[src/rtl/pointer_bank_pkg.sv]
// Shared constants and helpers for the pointer bank: default geometry,
// derived lane/index widths and the per-register update selector.
package pointer_bank_pkg;

  localparam int AW_DEF   = 16;
  localparam int DW_DEF   = 8;
  localparam int NPTR_DEF = 4;

  function automatic int clog2(input int n);
    int r;
    r = 0;
    while ((32'sd1 << r) < n) begin
      r = r + 1;
    end
    return r;
  endfunction

  // Select fields never collapse to zero width, even for a single lane.
  function automatic int sel_w(input int n);
    return (clog2(n) < 1) ? 1 : clog2(n);
  endfunction

  localparam int NLANE = AW_DEF / DW_DEF;
  localparam int IDXW  = clog2(NPTR_DEF);
  localparam int LANEW = clog2(NLANE);

  typedef enum logic [1:0] {
    OP_HOLD  = 2'd0,
    OP_WRITE = 2'd1,
    OP_STEP  = 2'd2,
    OP_LOAD  = 2'd3
  } ptr_op_e;

endpackage

[src/rtl/pointer_bank_if.sv]
// Control/data bundle between the control unit and the pointer bank.
// inc_dir exists only when POINTER_BANK_DEC_EN is defined.
interface pointer_bank_if
  import pointer_bank_pkg::*;
#(
  parameter int AW   = AW_DEF,
  parameter int DW   = DW_DEF,
  parameter int NPTR = NPTR_DEF
) ();

  localparam int IDXW  = sel_w(NPTR);
  localparam int LANEW = sel_w(AW / DW);

  logic [IDXW-1:0]  addr_sel;
  logic [AW-1:0]    addr;
  logic             wr_en;
  logic [IDXW-1:0]  wr_idx;
  logic [LANEW-1:0] wr_lane;
  logic [DW-1:0]    wr_data;
  logic             inc_en;
  logic [IDXW-1:0]  inc_idx;
  logic             xchg_en;
  logic [IDXW-1:0]  xchg_a;
  logic [IDXW-1:0]  xchg_b;
  logic [IDXW-1:0]  rd_idx;
  logic [LANEW-1:0] rd_lane;
  logic [DW-1:0]    rd_data;
  logic             inc_wrap;
`ifdef POINTER_BANK_DEC_EN
  logic             inc_dir;
`endif

  modport master (
    output addr_sel, wr_en, wr_idx, wr_lane, wr_data,
    output inc_en, inc_idx, xchg_en, xchg_a, xchg_b,
    output rd_idx, rd_lane,
`ifdef POINTER_BANK_DEC_EN
    output inc_dir,
`endif
    input  addr, rd_data, inc_wrap
  );

  modport slave (
    input  addr_sel, wr_en, wr_idx, wr_lane, wr_data,
    input  inc_en, inc_idx, xchg_en, xchg_a, xchg_b,
    input  rd_idx, rd_lane,
`ifdef POINTER_BANK_DEC_EN
    input  inc_dir,
`endif
    output addr, rd_data, inc_wrap
  );

endinterface

[src/rtl/pointer_bank_reg.sv]
// pointer_reg: one AW-bit pointer with byte-lane write, inc/dec step and
// full-word load; priority write > step > load is resolved here.
module pointer_reg
  import pointer_bank_pkg::*;
#(
  parameter int AW    = AW_DEF,
  parameter int DW    = DW_DEF,
  parameter int LANEW = sel_w(AW_DEF / DW_DEF)
) (
  input  logic             clk,
  input  logic             rst,
  input  logic             wr_en,
  input  logic [LANEW-1:0] wr_lane,
  input  logic [DW-1:0]    wr_data,
  input  logic             step_en,
  input  logic             step_dn,
  input  logic             ld_en,
  input  logic [AW-1:0]    ld_value,
  output logic [AW-1:0]    value,
  output logic             wrap_evt
);

  localparam int NL = AW / DW;

  ptr_op_e       op_s;
  logic [AW-1:0] value_r;
  logic [AW-1:0] nxt_s;
  logic          wrap_s;

  // Decode the winning operation for this edge.
  always_comb begin
    op_s = OP_HOLD;
    if (wr_en) begin
      op_s = OP_WRITE;
    end else if (step_en) begin
      op_s = OP_STEP;
    end else if (ld_en) begin
      op_s = OP_LOAD;
    end else begin
      op_s = OP_HOLD;
    end
  end

  // Next value and boundary detection; unmatched lanes leave the word intact.
  always_comb begin
    nxt_s  = value_r;
    wrap_s = 1'b0;
    case (op_s)
      OP_WRITE: begin
        for (int l = 0; l < NL; l++) begin
          if (wr_lane == LANEW'(l)) begin
            nxt_s[l*DW +: DW] = wr_data;
          end else begin
            nxt_s[l*DW +: DW] = value_r[l*DW +: DW];
          end
        end
      end
      OP_STEP: begin
        if (step_dn) begin
          nxt_s  = value_r - AW'(1'b1);
          wrap_s = (value_r == {AW{1'b0}});
        end else begin
          nxt_s  = value_r + AW'(1'b1);
          wrap_s = &value_r;
        end
      end
      OP_LOAD: begin
        nxt_s = ld_value;
      end
      default: begin
        nxt_s = value_r;
      end
    endcase
  end

  // Pointer storage.
  always_ff @(posedge clk or posedge rst) begin
    if (rst) begin
      value_r <= {AW{1'b0}};
    end else begin
      value_r <= nxt_s;
    end
  end

  assign value    = value_r;
  assign wrap_evt = wrap_s;

endmodule

[src/rtl/pointer_bank.sv]
// pointer_bank: NPTR address pointers with lane load, step, exchange and
// read/address muxing. POINTER_BANK_DEC_EN adds inc_dir (decrement).
module pointer_bank
  import pointer_bank_pkg::*;
#(
  parameter int AW   = AW_DEF,
  parameter int DW   = DW_DEF,
  parameter int NPTR = NPTR_DEF
) (
  input logic          clk,
  input logic          rst,
  pointer_bank_if.slave bus
);

  localparam int IDXW  = sel_w(NPTR);
  localparam int LANEW = sel_w(AW / DW);
  localparam int NL    = AW / DW;

  logic [AW-1:0]   ptr_s [NPTR];
  logic [AW-1:0]   ld_val_s [NPTR];
  logic [NPTR-1:0] wr_hit_s;
  logic [NPTR-1:0] inc_hit_s;
  logic [NPTR-1:0] ld_hit_s;
  logic [NPTR-1:0] wrap_s;
  logic            dir_s;
  logic            xchg_ok_s;
  logic [AW-1:0]   rd_word_s;
  logic [DW-1:0]   rd_data_s;
  logic            inc_wrap_r;

`ifdef POINTER_BANK_DEC_EN
  assign dir_s = bus.inc_dir;
`else
  assign dir_s = 1'b0;
`endif

  // An exchange only happens on an otherwise idle cycle with distinct indices.
  assign xchg_ok_s = bus.xchg_en && !bus.wr_en && !bus.inc_en &&
                     (bus.xchg_a != bus.xchg_b);

  for (genvar i = 0; i < NPTR; i++) begin : g_ptr
    assign wr_hit_s[i]  = bus.wr_en  && (bus.wr_idx  == IDXW'(i));
    assign inc_hit_s[i] = bus.inc_en && (bus.inc_idx == IDXW'(i));
    assign ld_hit_s[i]  = xchg_ok_s &&
                          ((bus.xchg_a == IDXW'(i)) || (bus.xchg_b == IDXW'(i)));
    assign ld_val_s[i]  = (bus.xchg_a == IDXW'(i)) ? ptr_s[bus.xchg_b]
                                                    : ptr_s[bus.xchg_a];

    pointer_reg #(
      .AW    (AW),
      .DW    (DW),
      .LANEW (LANEW)
    ) u_reg (
      .clk      (clk),
      .rst      (rst),
      .wr_en    (wr_hit_s[i]),
      .wr_lane  (bus.wr_lane),
      .wr_data  (bus.wr_data),
      .step_en  (inc_hit_s[i]),
      .step_dn  (dir_s),
      .ld_en    (ld_hit_s[i]),
      .ld_value (ld_val_s[i]),
      .value    (ptr_s[i]),
      .wrap_evt (wrap_s[i])
    );
  end

  // Lane readback; lanes beyond the word read as zero.
  always_comb begin
    rd_word_s = ptr_s[bus.rd_idx];
    rd_data_s = {DW{1'b0}};
    for (int l = 0; l < NL; l++) begin
      if (bus.rd_lane == LANEW'(l)) begin
        rd_data_s = rd_word_s[l*DW +: DW];
      end else begin
        rd_data_s = rd_data_s;
      end
    end
  end

  // One-cycle wrap pulse following the step that crossed the boundary.
  always_ff @(posedge clk or posedge rst) begin
    if (rst) begin
      inc_wrap_r <= 1'b0;
    end else begin
      inc_wrap_r <= |wrap_s;
    end
  end

  assign bus.addr     = ptr_s[bus.addr_sel];
  assign bus.rd_data  = rd_data_s;
  assign bus.inc_wrap = inc_wrap_r;

endmodule

[src/flat_wrapper.sv]
// flat-port wrapper written by rule: the top's interface ports become plain ports
module pointer_bank_flat import pointer_bank_pkg::*;
#(
  parameter int AW   = AW_DEF,
  parameter int DW   = DW_DEF,
  parameter int NPTR = NPTR_DEF
)
  (clk, rst, bus_addr_sel, bus_wr_en, bus_wr_idx, bus_wr_lane, bus_wr_data, bus_inc_en, bus_inc_idx, bus_xchg_en, bus_xchg_a, bus_xchg_b, bus_rd_idx, bus_rd_lane, bus_addr, bus_rd_data, bus_inc_wrap);
  pointer_bank_if #(.AW(AW), .DW(DW), .NPTR(NPTR)) bus_i ();
  input logic clk;
  input logic rst;
  input wire logic [$bits(bus_i.addr_sel)-1:0] bus_addr_sel;
  input wire logic [$bits(bus_i.wr_en)-1:0] bus_wr_en;
  input wire logic [$bits(bus_i.wr_idx)-1:0] bus_wr_idx;
  input wire logic [$bits(bus_i.wr_lane)-1:0] bus_wr_lane;
  input wire logic [$bits(bus_i.wr_data)-1:0] bus_wr_data;
  input wire logic [$bits(bus_i.inc_en)-1:0] bus_inc_en;
  input wire logic [$bits(bus_i.inc_idx)-1:0] bus_inc_idx;
  input wire logic [$bits(bus_i.xchg_en)-1:0] bus_xchg_en;
  input wire logic [$bits(bus_i.xchg_a)-1:0] bus_xchg_a;
  input wire logic [$bits(bus_i.xchg_b)-1:0] bus_xchg_b;
  input wire logic [$bits(bus_i.rd_idx)-1:0] bus_rd_idx;
  input wire logic [$bits(bus_i.rd_lane)-1:0] bus_rd_lane;
  output wire logic [$bits(bus_i.addr)-1:0] bus_addr;
  output wire logic [$bits(bus_i.rd_data)-1:0] bus_rd_data;
  output wire logic [$bits(bus_i.inc_wrap)-1:0] bus_inc_wrap;
  assign bus_i.addr_sel = bus_addr_sel;
  assign bus_i.wr_en = bus_wr_en;
  assign bus_i.wr_idx = bus_wr_idx;
  assign bus_i.wr_lane = bus_wr_lane;
  assign bus_i.wr_data = bus_wr_data;
  assign bus_i.inc_en = bus_inc_en;
  assign bus_i.inc_idx = bus_inc_idx;
  assign bus_i.xchg_en = bus_xchg_en;
  assign bus_i.xchg_a = bus_xchg_a;
  assign bus_i.xchg_b = bus_xchg_b;
  assign bus_i.rd_idx = bus_rd_idx;
  assign bus_i.rd_lane = bus_rd_lane;
  assign bus_addr = bus_i.addr;
  assign bus_rd_data = bus_i.rd_data;
  assign bus_inc_wrap = bus_i.inc_wrap;
  pointer_bank #(.AW(AW), .DW(DW), .NPTR(NPTR)) u_core (.clk(clk), .rst(rst), .bus(bus_i));
endmodule
[config.mk]
export PLATFORM = sky130hd
export DESIGN_NAME = pointer_bank_flat
export DESIGN_NICKNAME = d
export VERILOG_FILES = /design/src/rtl/pointer_bank_pkg.sv /design/src/rtl/pointer_bank_if.sv /design/src/rtl/pointer_bank_reg.sv /design/src/rtl/pointer_bank.sv /design/src/flat_wrapper.sv
export SDC_FILE = /design/constraint.sdc
export NUM_CORES = 1
export LEC_CHECK = 0
export ABC_AREA = 0
export CORE_UTILIZATION = 41
export CTS_CLUSTER_DIAMETER = 40
export DETAILED_ROUTE_END_ITERATION = 8
export PLACE_DENSITY = 0.6
export SYNTH_ARGS = -nofsm -noshare
export SYNTH_HDL_FRONTEND = slang
export SYNTH_SLANG_ARGS = --single-unit
[constraint.sdc]
create_clock -name clk -period 2.9 [get_ports clk]
set_input_delay 0.29 -clock clk [delete_from_list [all_inputs] [get_ports clk]]
set_output_delay 0.29 -clock clk [all_outputs]
set_load 0.03 [all_outputs]
## Yosys cells after proc, flatten, opt, wreduce, memory -nomap -nowiden

Cells that the tools add are included.
Widths: inputs -> output; s select.

| storage, ports and cells | value |
|---|---|
| register bits after elaboration | 65 |
| bits of input ports | 27 |
| output and inout port bits | 25 |
| logic and storage cells | 135 |

| cells by class | value |
|---|---|
| $add $sub $neg | 4 |
| $lt $le $gt $ge | 4 |
| equality and inequality tests | 33 |
| muxes and demuxes | 39 |
| bitwise operators | 4 |
| reductions and logical operators | 42 |

Operator list:

| cell | number |
|---|---|
| $mux 16 | 12 |
| $pmux 16 s3 | 4 |
| $bmux 16 s2 | 4 |
| $add 16x1->16 const B | 4 |
| $reduce_and 16->1 | 4 |
| $eq 2x2->1 const B | 16 |
| $mux 2 | 12 |
| $mux 8 | 3 |
| $eq 2x1->1 const B | 8 |
| $ne 2x2->1 const B | 8 |
| $reduce_and 2->1 | 8 |
| $logic_and 1x1->1 | 15 |
| $ge 3x3->1 const B | 4 |
| $not 2->3 | 4 |
| $reduce_bool 3->1 | 4 |
| $logic_not 2->1 | 4 |
| $logic_or 1x1->1 | 4 |
| $mux 1 | 4 |
| $reduce_or 4->1 | 1 |
| $logic_not 1->1 | 2 |
| $ne 2x2->1 | 1 |

## Longest topological paths before layout

Gate-level depths: netlist (run 1).

| logic depth | value |
|---|---|
| depth in word-level cells | 11 |
| mapped depth | 9 |

## Hierarchy

From an unflattened synthesis (run 1), not the netlist that was laid out.

| unflattened totals | value |
|---|---|
| cells, all modules | 1239 |
| area, all modules | 9929.5 um^2 |

By module, submodules not included:

| module | times used | cells each | area each (um^2) | sequential area each (um^2) |
|---|---|---|---|---|
| pointer_reg (u_core.g_ptr[1].u_reg ...) | 3 | 221 | 1727.9 | 400.4 |
| pointer_bank | 1 | 357 | 3025.4 | 25.0 |
| pointer_reg (u_core.g_ptr[0].u_reg) | 1 | 219 | 1720.4 | 400.4 |

## Worst setup path before layout (run 1)

No wires, ideal clock.

| path | value |
|---|---|
| kind | input to output |
| start | in bus_rd_idx[1] |
| end | out bus_rd_data[1] |
| arrival | 1.842 ns |
| path slack | 0.768 ns |
| stages | 4 |
| cells stage by stage | clkbuf_1 buf_2 mux4_2 mux2_2 |

| on the way | value |
|---|---|
| cells in the longest elaborated chain, start to end | 5 |

RTL lines:

| item | RTL line | RTL |
|---|---|---|
| start: declaration | flat_wrapper.sv:22 | `input wire logic [$bits(bus_i.rd_idx)-1:0] bus_rd_idx;` |
| $not 2->3 (implied by the code) | pointer_bank.sv:70 | `rd_word_s = ptr_s[bus.rd_idx];` |
| $bmux 16 s2 | pointer_bank.sv:70 |  |
| $mux 16 (implied by the code) (2 in series) | pointer_bank.sv:70 |  |
| $mux 8 | pointer_bank.sv:73 | `if (bus.rd_lane == LANEW'(l)) begin` |
| end: declaration | flat_wrapper.sv:25 | `output wire logic [$bits(bus_i.rd_data)-1:0] bus_rd_data;` |

Every way passes these cells. The select of a mux whose other input is x is not followed.

## Worst setup path after layout (run 1)

| path | value |
|---|---|
| start | in bus_rd_idx[0] |
| end | out bus_rd_data[4] |

The elaborated chain is that of the path after synthesis.

==> metrics.md, run 1 <==
| Metric | Value |
|---|---|
| DP Cell Count | `1201` |
| DR vias/cell | `7.18` |
| Predominant post-synthesis flop cell | `dfrtp_1` |
| Fmax | `0.371 GHz` |
| Startpoint types | `primary input` |
| Root buf cell | `clkbuf_16` |
| Drt total wl | `35500 µm` |
| Setup CP Type | `in -> out` |
| GPL Wtd Cong | `1.02` |
| Yosys warns | `0` |
| Total CTS buffers | `9` |
| Hold Slack | `0.343 ns` |
| I/O Pins | `52` |
| Critical Path AT | `2.41 ns` |
| Total Nets Final | `1009` |
| Final worst path period share | `0.930` |
| Clk sinks | `65` |
| Fin. Hold Viols | `0` |
| Total die area | `19600 µm²` |
| Global-route wire length before repair | `53000 µm` |
| Pins Over Slew Limit | `0` |
| Setup TNS | `0 ns` |
| Worst flop-to-flop path startpoint | `u_core.g_ptr[0].u_reg.value[1]` |
| Hold-fix buffers, CTS | `0` |
| Pre-antenna DRT Iters | `6` |
| CP Capture Type | `output pin` |
| Post-CTS sizing | `0` |
| Non-filler cells, final | `1220` |
| Final setup fails | `0` |
| CP startpoint | `bus_rd_idx[0]` |
| Clock Pin Slew Worst Setup and Hold Paths | `0.05 ns` |
| WP data required | `2.61 ns` |
| Slew Limit Headroom | `0.354` |
| Setup Skew | `0.00565 ns` |
| Layout cells sized above 1 | `0.204` |
| Worst path cell trace | `clkdlybuf4s50_1, mux4_2, mux2_2, clkdlybuf4s50_1` |
| RSZ-0062 raised after global routing | `false` |
| Tot Pwr | `5.42 mW` |
| Peak VDD IR | `0.000247 V` |
| Largest fanout on the critical path | `7` |
| Commonest non-fill, non-tap cells in the layout | `nand2_1 (91), buf_4 (81), o21ai_0 (72)` |
| Synth Register Bits | `65` |
| PortBufs | `51` |
| Post-DP HPWL | `26600 µm` |
| Largest stage delay, worst path | `0.69 ns` |
| Post-synth top area cell | `dfrtp_1` |
| DRC violations left | `0` |
| GR Overflow Total | `0` |
| Post-synthesis cell area | `7800 µm²` |
| Syn nets | `976` |
| Area Growth Syn to Fin | `15.1%` |
| Die W | `140 µm` |
| Seq/Total Area, Yosys | `0.208` |
| DR iter-0 viols | `1396` |
| Hold Crit Class | `in -> async` |
| Core Area | `18700 µm²` |
| EDFF count, synth | `0` |
| Syn_area_per_cell | `8.26 µm²` |
| Largest net degree at the start of global routing | `59` |
| Final antenna-violating net count | `0` |
| Top post-synthesis cells by area | `dfrtp_1 (21%), mux4_2 (14%), o21ai_0 (4.6%)` |
| Crit path time final | `2.70 ns` |
| Worst Max-Slew Pin Slew | `0.965 ns` |
| Post-route cell area | `8980 µm²` |
| Post-synth top area share | `0.208` |
| Vias in the first global route | `8061` |
| Power density over the cells | `603 nW/µm²` |
| GRT Total Usage | `0.368` |
| Cell variety after synth | `82` |
| Status | `completed` |
| Chip Height | `140 µm` |
| Pleak | `3.30 nW` |
| H-tree levels | `3` |
| Most common cell after layout, fill and taps aside | `nand2_1` |
| Setup bufs post-CTS | `0` |
| Initial Util | `0.417` |
| Cell area after placement | `8710 µm²` |
| Worst path slowest cell | `clkdlybuf4s50_1` |
| Fillers | `1771` |
| Clock latency at the later pin of the worst-skew pair | `0.34 ns` |
| Drt wl/cell | `29.1 µm` |
| CTS tree | `built` |
| Antenna violations before repair | `4` |
| Syn Inst Count | `945` |
| Bufs on Longest Clock Path | `2` |
| Most Frequent Cell on Critical Path | `clkdlybuf4s50_1` |
| Share of flip-flops with an asynchronous set or reset | `1.00` |
| Vias post-DR | `8754` |
| Rows | `50` |
| Max-cap violations | `0` |
-- flip-flops by register name, summed over array words and instances, names as in the netlist --
name and cells:
u_core.g_ptr.u_reg.value 64, u_core.bus.inc_wrap 1
-- critical path: cells and delay by family --
kind,cells,cell delay (ns)
multiplexers,2,0.83
buffers and inverters,2,1.28
-- area by class of cell --
type                            instances  area [µm²]  share of cell area
Clock buffer                           11         243              0.0270
Clock inverter                          4        20.0             0.00223
Antenna cell                            4        10.0             0.00111
Inverter                               11        41.3             0.00460
Multi-Input combinational cell        757        5590               0.622
Tap cell                              234         293              0.0326
Timing Repair Buffer                  134        1160               0.129
Sequential cell                        65        1630               0.181
-- power by group --
part | total, mW | leakage [nW] | internal [mW] | switching, mW
Combinational | 2.65 | 2.35 | 1.17 | 1.47
Sequential | 1.76 | 0.819 | 1.13 | 0.621
Clock | 1.01 | 0.135 | 0.591 | 0.423
Total | 5.42 | 3.30 | 2.90 | 2.52
-- cell usage after synthesis, types with 7 or more instances --
cell type  instances
a21oi_1           63
and3_1            12
dfrtp_1           65
a22oi_1           14
a221oi_1          16
o21ai_0           72
buf_4             10
and2_1            11
nand2_1           91
nand2b_1          13
a22o_1             7
a311oi_1           8
o221ai_1           9
o22ai_1            8
nor3_1            28
a31oi_1           14
o21ai_1           12
mux2_2            12
mux2i_1           31
inv_1              9
nand3_1           35
o211ai_1          17
a211oi_1          23
buf_2             36
nor2b_1           14
nor2_1            65
clkbuf_1          50
nand4_1            7
mux4_2            50
-- through the flow --
stage                     setup WS (ns)  utilization
after floorplan                   0.768            -
after global placement        0.0000224        0.465
after detailed placement         0.0913        0.465
after CTS                         0.193        0.479
after global routing              0.118        0.479
final                             0.202        0.480
-- routing by layer --
metal	share of wire	track usage	wire length, µm
met5	0.0016	0.0226	57
met3	0.14	0.133	5010
met1	0.38	0.479	13600
met4	0.051	0.164	1820
met2	0.42	0.542	15000
-- kinds of logic after synthesis --
| logic type | synth area share |
|---|---|
| AOI/OAI and AO/OA | 0.271 |
| buffers and inverters | 0.0763 |
| and+or+nand+nor | 0.218 |
| xor gates and xnor gates | 0.0175 |
| DFF | 0.208 |
| muxes | 0.203 |
| adders and majority gates | 0.00641 |
-- path summary, 6_finish.rpt --
path                                                         to  slack, ns  cells after the start
worst max-delay path                             bus_rd_data[4]       0.20                      4
worst min-delay path            u_core.g_ptr[2].u_reg.value[13]       0.34                      2
worst max register to register  u_core.g_ptr[0].u_reg.value[14]       0.46                      8
worst min register to register   u_core.g_ptr[0].u_reg.value[3]       0.69                      2
max in group asynchronous        u_core.g_ptr[3].u_reg.value[1]       1.90                      3
min in group clk                 u_core.g_ptr[2].u_reg.value[0]       0.68                      4
No activity file was read; power rests on OpenSTA's default activity.
==> run 2, diff against run 1 <==
--- a/config.mk
+++ b/config.mk
@@ -6,10 +6,11 @@
 export NUM_CORES = 1
 export LEC_CHECK = 0
 export ABC_AREA = 0
-export CORE_UTILIZATION = 41
+export CORE_UTILIZATION = 45
 export CTS_CLUSTER_DIAMETER = 40
 export DETAILED_ROUTE_END_ITERATION = 8
-export PLACE_DENSITY = 0.6
+export PLACE_DENSITY = 0.68
 export SYNTH_ARGS = -nofsm -noshare
 export SYNTH_HDL_FRONTEND = slang
+export SYNTH_HIERARCHICAL = 1
 export SYNTH_SLANG_ARGS = --single-unit
==> run 2 against run 1 <==
  * Non-clock buffer count up 46
  * Clock skew up 0.0068 ns
  * Worst setup slack lost 0.054 ns
  * Flip-flop and latch count did not move
  * Register-to-register slack got worse by 0.05 ns
  * Critical path depth rose by 1
  * Clock-buffer cell count grew 1
  * Largest power group unchanged
==> metrics.md, run 2 <==
| Metric | Value |
|---|---|
| Rows | `53 (+6.0%)` |
| Drt wl/cell | `25.2 µm (-13%)` |
| Chip Height | `151 µm (+7.6%)` |
| Largest fanout on the critical path | `16 (+9)` |
| Root buf cell | `clkbuf_16` |
| Largest net degree at the start of global routing | `33 (-44%)` |
| Comb power frac | `0.645 (+0.156)` |
| Met3 Routed Length | `5400 µm (+7.8%)` |
| Largest register FFs | `64 (unchanged)` |
| Met1 wire length | `17700 µm (+30%)` |
| Seq/Total Area, Yosys | `0.164 (-0.0446)` |
| Vias in the first global route | `10326 (+28%)` |
| Post-CTS sizing | `0 (unchanged)` |
| Top post-synthesis cells by area | `dfrtp_1 (16%), ha_1 (7.1%), mux2_2 (5.9%)` |
| Clk sinks | `65 (unchanged)` |
| Setup Skew | `0.0124 ns (+0.00676 ns)` |
| GRT Total Usage | `0.384 (+0.0162)` |
| Post-synth top area share | `0.164 (-0.0446)` |
| Total die area | `22700 µm² (+16%)` |
| Post-synthesis cell area | `9930 µm² (+27%)` |
| Post-DP HPWL | `33800 µm (+27%)` |
| R2R cell count | `8 (unchanged)` |
| DRC violations left | `0 (unchanged)` |
| Core Area | `21400 µm² (+14%)` |
| Final setup fails | `0 (unchanged)` |
| Worst Max-Slew Pin Slew | `0.830 ns (-0.135 ns)` |
| Peak VDD IR | `0.000421 V (+71%)` |
| WP data required | `2.61 ns (about the same)` |
| Most common cell after layout, fill and taps aside | `buf_4` |
| Startpoint types | `primary input` |
| Vias post-DR | `11359 (+30%)` |
| Int Power | `4.39 mW (+52%)` |
| Fin. Hold Viols | `0 (unchanged)` |
| Switching portion of total power | `0.507 (+0.0416)` |
| GPL Wtd Cong | `1.04 (+2.5%)` |
| EDFF count, synth | `0 (unchanged)` |
| Global-route wire length before repair | `63500 µm (+20%)` |
| Commonest non-fill, non-tap cells in the layout | `buf_4 (126), nor2_1 (103), a21oi_1 (102)` |
| I/O Pins | `52 (unchanged)` |
| DR vias/cell | `6.68 (-6.9%)` |
| Max Used Layer | `met4` |
| R2r endpoint | `u_core/g_ptr[0].u_reg/value[10]` |
| Initial Util | `0.465 (+0.0478)` |
| PortBufs | `51 (unchanged)` |
| GR Overflow Total | `0 (unchanged)` |
| Setup TNS | `0 ns (unchanged)` |
| Most numerous cell in the Yosys netlist | `nor2_1` |
| Synth Register Bits | `65 (unchanged)` |
| Cell variety after synth | `76 (-7.3%)` |
| Final antenna-violating net count | `0 (unchanged)` |
| Area Growth Syn to Fin | `21.2%` |
| Pleak | `4.91 nW (+48%)` |
| Clock Pin Slew Worst Setup and Hold Paths | `0.07 ns (+0.02 ns)` |
| WL met2 | `17700 µm (+18%)` |
| Pins Over Slew Limit | `0 (unchanged)` |
| Drt total wl | `42800 µm (+21%)` |
| Switching pwr | `4.51 mW (+79%)` |
| Total CTS buffers | `9 (unchanged)` |
| Clk pwr share | `0.136 (-0.051)` |
| Antenna violations before repair | `4 (unchanged)` |
| Setup bufs post-CTS | `0 (unchanged)` |
| Power density over the cells | `740 nW/µm² (+23%)` |
| Worst flop-to-flop path startpoint | `u_core/g_ptr[0].u_reg/value[2]` |
| Syn Inst Count | `1239 (+31%)` |
| Hold-fix buffers, CTS | `0 (unchanged)` |
| Die W | `151 µm (+7.6%)` |
| Yosys warns | `6 (+6)` |
| Critical Path AT | `2.46 ns (+0.05 ns)` |
| Clock latency at the later pin of the worst-skew pair | `0.36 ns (+0.02 ns)` |
| Seq pwr share | `0.219 (-0.105)` |
| Hold Slack | `0.443 ns (+0.100 ns)` |
| Layout cells sized above 1 | `0.179 (-0.0250)` |
| Setup CP Type | `in -> out` |
| Predominant post-synthesis flop cell | `dfrtp_1` |
| Status | `completed` |
| Syn_area_per_cell | `8.01 µm² (-3.0%)` |
| Bufs on Longest Clock Path | `2 (unchanged)` |
| Final worst path period share | `0.949 (+0.0186)` |
| Pre-antenna DRT Iters | `6 (unchanged)` |
| Hold Crit Class | `in -> async` |
| Total Nets Final | `1504 (+49%)` |
| DR iter-0 viols | `1513 (+8.4%)` |
| Share of flip-flops with an asynchronous set or reset | `1.00 (unchanged)` |
| Synth top cells by count | `nor2_1 (104), a21oi_1 (102), nand2_1 (91)` |
| RSZ-0062 raised after global routing | `false` |
| R2R setup slack | `0.41 ns (-0.05 ns)` |
| H-tree levels | `3 (unchanged)` |
| Fmax | `0.363 GHz (-2.0%)` |
| Slew Limit Headroom | `0.445 (+0.0907)` |
| Fillers | `2003 (+13%)` |
| CP Capture Type | `output pin` |
| Max-cap violations | `0 (unchanged)` |
| CTS tree | `built` |
| Crit path time final | `2.75 ns (+0.0541 ns)` |
| Post-synth top area cell | `dfrtp_1` |
==> run 2: changes by cell type after synthesis, moves of 18 or more <==
| cell | delta |
|---|---|
| nand3_1 | -25 |
| buf_2 | -19 |
| mux4_2 | -31 |
| nor2_1 | +39 |
| mux2_2 | +40 |
| inv_1 | +23 |
| nand4_1 | +18 |
| a21oi_1 | +39 |
| ha_1 | +52 |
| o22ai_1 | +59 |
| xnor2_1 | +37 |
| o21bai_1 | +25 |
| o21ai_1 | +27 |
==> run 2: cell type report <==
type	count	area, µm²	share of cell area
sequential	65	1630	0.135
timing repair buffer	180	1530	0.127
clock inverter	4	50.0	0.00416
multi-input combinational	1124	8070	0.671
tap	275	344	0.0286
clock buffer	12	267	0.0222
antenna	3	7.51	0.000624
inverter	37	139	0.0115
==> run 2: cells by family (layout without fill, tap and decap cells) <==
family | Yosys count | count (layout) | share of synthesized area
and+or+nand+nor | 367 | 367 | 0.183
adders and majority gates | 60 | 60 | 0.0786
DFF | 65 | 65 | 0.164
other | 1 | 70 | 0.000378
AOI/OAI and AO/OA | 471 | 471 | 0.316
buffers and inverters | 116 | 233 | 0.0495
xor gates and xnor gates | 55 | 55 | 0.0485
muxes | 104 | 104 | 0.160
==> run 2: worst max-delay path: stages <==
cell and delay (ns):
clkdlybuf4s50_1 0.51, buf_12 0.18, mux4_1 0.60, mux2_2 0.29, clkdlybuf4s50_1 0.59
==> run 2: metrics by stage <==
step                      setup WS, ns  utilization  cells  power [mW]  area (µm²)
final                            0.148        0.563   1700        8.91       12000
after global routing            0.0911        0.563   1697        9.30       12000
after CTS                        0.143        0.563   1697        8.64       12000
after detailed placement         0.158        0.548   1681        7.41       11700
after global placement           0.120        0.548   1681        7.36       11700
after floorplan                  0.621            -   1305        5.27       10200
==> run 2: metal layers <==
layer / global-route usage / up-vias
li1: - / 5088
met1: 0.534 / 5344
met2: 0.556 / 780
met3: 0.0879 / 147
met4: 0.182 / 0
met5: 0 / -
==> run 2: power groups by stage <==
stage / sequential, mW / clock (mW) / combinational [mW]
6_report: 1.95 / 1.21 / 5.75
5_1_grt: 1.92 / 1.25 / 6.13
4_1_cts: 1.87 / 1.22 / 5.55
3_5_place_dp: 1.89 / 0 / 5.52
3_3_place_gp: 1.89 / 0 / 5.47
2_1_floorplan: 1.64 / 0 / 3.62
==> run 2: how the worst max path moves through the flow <==
| stage | startpoint | end | slack [ns] | depth (start not counted) |
|---|---|---|---|---|
| 2_1_floorplan | bus_xchg_a[1] | u_core/g_ptr[0].u_reg/value[14] | 0.62 | 10 |
| 3_3_place_gp | bus_xchg_b[1] | u_core/g_ptr[0].u_reg/value[14] | 0.12 | 10 |
| 3_5_place_dp | bus_xchg_b[1] | u_core/g_ptr[0].u_reg/value[14] | 0.16 | 10 |
| 4_1_cts | bus_rd_idx[0] | bus_rd_data[4] | 0.14 | 5 |
| 5_1_grt | bus_rd_idx[0] | bus_rd_data[3] | 0.09 | 5 |
| 6_report | bus_rd_idx[0] | bus_rd_data[4] | 0.15 | 5 |
==> run 3, diff against run 2 <==
--- a/config.mk
+++ b/config.mk
@@ -10,7 +10,9 @@
 export CTS_CLUSTER_DIAMETER = 40
 export DETAILED_ROUTE_END_ITERATION = 8
 export PLACE_DENSITY = 0.68
+export SLEW_MARGIN = 10
 export SYNTH_ARGS = -nofsm -noshare
 export SYNTH_HDL_FRONTEND = slang
 export SYNTH_HIERARCHICAL = 1
 export SYNTH_SLANG_ARGS = --single-unit
+export TNS_END_PERCENT = 30
==> constraint.sdc (replaced) <==
create_clock -name clk -period 2.9 [get_ports clk]
set_input_delay 0.725 -clock clk [delete_from_list [all_inputs] [get_ports clk]]
set_output_delay 0.725 -clock clk [all_outputs]
set_load 0.03 [all_outputs]
==> run 3 against run 2 <==
  * Sequential power down 21%
  * Register-to-register slack worse by 0.23 ns
  * Global-route usage grew 2.0 points
  * Power is 3.8% higher
  * Via count rose by 2.2%
  * Non-clock buffer count is 59 higher
==> metrics.md, run 3 (synthesized netlist as in run 2, its figures left out) <==
| Metric | Value |
|---|---|
| Worst Max-Slew Pin Slew | `0.782 ns (-0.0477 ns)` |
| Vias post-DR | `11609 (+2.2%)` |
| Clock Pin Slew Worst Setup and Hold Paths | `0.06 ns (about the same)` |
| RSZ-0062 raised after global routing | `true` |
| Post-DP HPWL | `35200 µm (+3.9%)` |
| Pre-antenna DRT Iters | `6 (unchanged)` |
| Worst path cell trace | `clkdlybuf4s15_2, buf_12, mux4_1, mux2_2, buf_4` |
| Total die area | `22700 µm² (unchanged)` |
| Setup WS pre-CTS | `-0.707 ns (-0.865 ns)` |
| DRC violations left | `0 (unchanged)` |
| Setup bufs post-CTS | `0 (unchanged)` |
| Reg area | `1630 µm² (unchanged)` |
| Core Area | `21400 µm² (unchanged)` |
| Fin. Hold Viols | `0 (unchanged)` |
| H-tree levels | `3 (unchanged)` |
| Bufs on Longest Clock Path | `2 (unchanged)` |
| Final setup fails | `0 (unchanged)` |
| Vias in the first global route | `10649 (+3.1%)` |
| Chip Height | `151 µm (unchanged)` |
| CTS tree | `built` |
| Post-route cell area | `12500 µm² (+4.2%)` |
| Slew Limit Headroom | `0.478 (+0.0330)` |
| Max Used Layer | `met5` |
| Largest net degree at the start of global routing | `59 (+79%)` |
| Die W | `151 µm (unchanged)` |
| Clock latency at the later pin of the worst-skew pair | `0.36 ns (about the same)` |
| Most common cell after layout, fill and taps aside | `buf_4` |
| Power density over the cells | `738 nW/µm² (-0.38%)` |
| Worst Path Buf+Inv | `3 (unchanged)` |
| Worst Setup Slack, final | `0.00876 ns (-0.139 ns)` |
| Drt total wl | `44900 µm (+4.8%)` |
| Fillers | `1992 (-0.55%)` |
| Cell area after placement | `12200 µm² (+4.4%)` |
| Antenna violations before repair | `4 (unchanged)` |
| Largest stage delay, worst path | `0.57 ns (-0.03 ns)` |
| Initial Util | `0.465 (unchanged)` |
| Rows | `53 (unchanged)` |
| Area Growth Syn to Fin | `26.3%` |
| WL met2 | `18200 µm (+2.8%)` |
| DR iter-0 viols | `1682 (+11%)` |
| Max-cap violations | `0 (unchanged)` |
| Pleak | `5.23 nW (+6.6%)` |
| Final worst path period share | `0.997 (+0.0481)` |
| Hold Crit Class | `in -> async` |
| I/O Pins | `52 (unchanged)` |
| Global-route wire length before repair | `66100 µm (+4.1%)` |
| Commonest non-fill, non-tap cells in the layout | `buf_4 (178), nor2_1 (102), a21oi_1 (101)` |
| GPL Wtd Cong | `1.03 (-1.4%)` |
| GR Overflow Total | `0 (unchanged)` |
| Total CTS buffers | `9 (unchanged)` |
| Startpoint types | `primary input` |
| Drt wl/cell | `25.5 µm (+1.3%)` |
| Layout cells sized above 1 | `0.230 (+0.0510)` |
| Root buf cell | `clkbuf_16` |
| Critical path depth | `5 (unchanged)` |
| Multi-input logic area | `8080 µm² (+0.12%)` |
| PortBufs | `51 (unchanged)` |
| CP Capture Type | `output pin` |
| Worst path top cell family by delay | `multiplexers` |
| Setup Skew | `0.00933 ns (-0.00308 ns)` |
| Critical Path AT | `2.17 ns (-0.29 ns)` |
| Crit path time final | `2.89 ns (+0.139 ns)` |
| WP data required | `2.17 ns (-0.44 ns)` |
| Met1 wire length | `17500 µm (-1.3%)` |
| Setup CP Type | `in -> out` |
| Largest fanout on the critical path | `8 (-8)` |
| Clk sinks | `65 (unchanged)` |
| Tot Pwr | `9.25 mW (+3.8%)` |
| Peak VDD IR | `0.000374 V (-11%)` |
| Status | `completed` |
| R2R cell count | `8 (unchanged)` |
| Fmax | `0.346 GHz (-4.8%)` |
| Pins Over Slew Limit | `0 (unchanged)` |
| Largest register FFs | `64 (unchanged)` |
| Total Nets Final | `1563 (+3.9%)` |
| GRT Total Usage | `0.404 (+0.0205)` |
| Final antenna-violating net count | `0 (unchanged)` |
| Met3 Routed Length | `6740 µm (+25%)` |
| Worst path slowest cell | `mux4_1` |
| DR vias/cell | `6.60 (-1.2%)` |
| Hold-fix buffers, CTS | `0 (unchanged)` |
## run 3: cell types whose count changed in the layout (fill, tap and decap cells not counted), moves of 2 or more
cell,change
clkinvlp_4,-2
buf_2,+8
inv_6,+3
clkdlybuf4s50_1,-24
buf_4,+52
clkdlybuf4s15_2,+14
buf_12,+6
clkbuf_8,-3
## run 3: layout make-up
type / instances / area share
diodes: 3 / 0.000599
clock buffers: 9 / 0.0180
clock inverters: 7 / 0.00599
inverters: 37 / 0.0111
multi-input cells: 1124 / 0.644
flip-flops and latches: 65 / 0.130
well taps: 275 / 0.0274
repair buffers: 239 / 0.163
## run 3: path summary, 6_finish.rpt
check / end / slack (ns) / startpoint
setup / recovery: bus_rd_data[7] / 0.009 / bus_rd_idx[0]
hold / removal: u_core/bus.inc_wrap / 0.73 / rst
setup reg to reg: u_core/g_ptr[0].u_reg/value[10] / 0.18 / u_core/g_ptr[0].u_reg/value[1]
hold reg to reg: u_core/g_ptr[3].u_reg/value[1] / 0.73 / u_core/g_ptr[3].u_reg/value[1]
max in group asynchronous: u_core/g_ptr[2].u_reg/value[11] / 1.34 / rst
min in group clk: u_core/g_ptr[3].u_reg/value[1] / 0.73 / u_core/g_ptr[3].u_reg/value[1]
## run 3: through the flow
stage               setup TNS, ns  utilization  hold slack, ns  instances
finish                          0        0.587           0.726       1759
global route               -0.132        0.587           0.727       1758
CTS                             0        0.586           0.715       1756
detailed placement         -16.58        0.572           0.708       1739
global placement           -15.55        0.572           0.704       1739
floorplan                       0            -           0.454       1305
## run 3: metal layers
layer,track usage,up-vias
met5,0.0273,-
met4,0.195,2
met3,0.170,154
met2,0.569,798
met1,0.525,5449
li1,-,5206
## run 3: timing repair
action	CTS	global route
gates resized for setup	92	5
cloned	1	0
pin swaps	0	2
setup endpoints to repair	23	11
## run 3: power breakdown
group / switching (mW) / total [mW] / internal [mW]
clock network: 0.489 / 1.16 / 0.674
registers: 0.360 / 1.54 / 1.18
logic: 3.92 / 6.55 / 2.63
total: 4.77 / 9.25 / 4.48
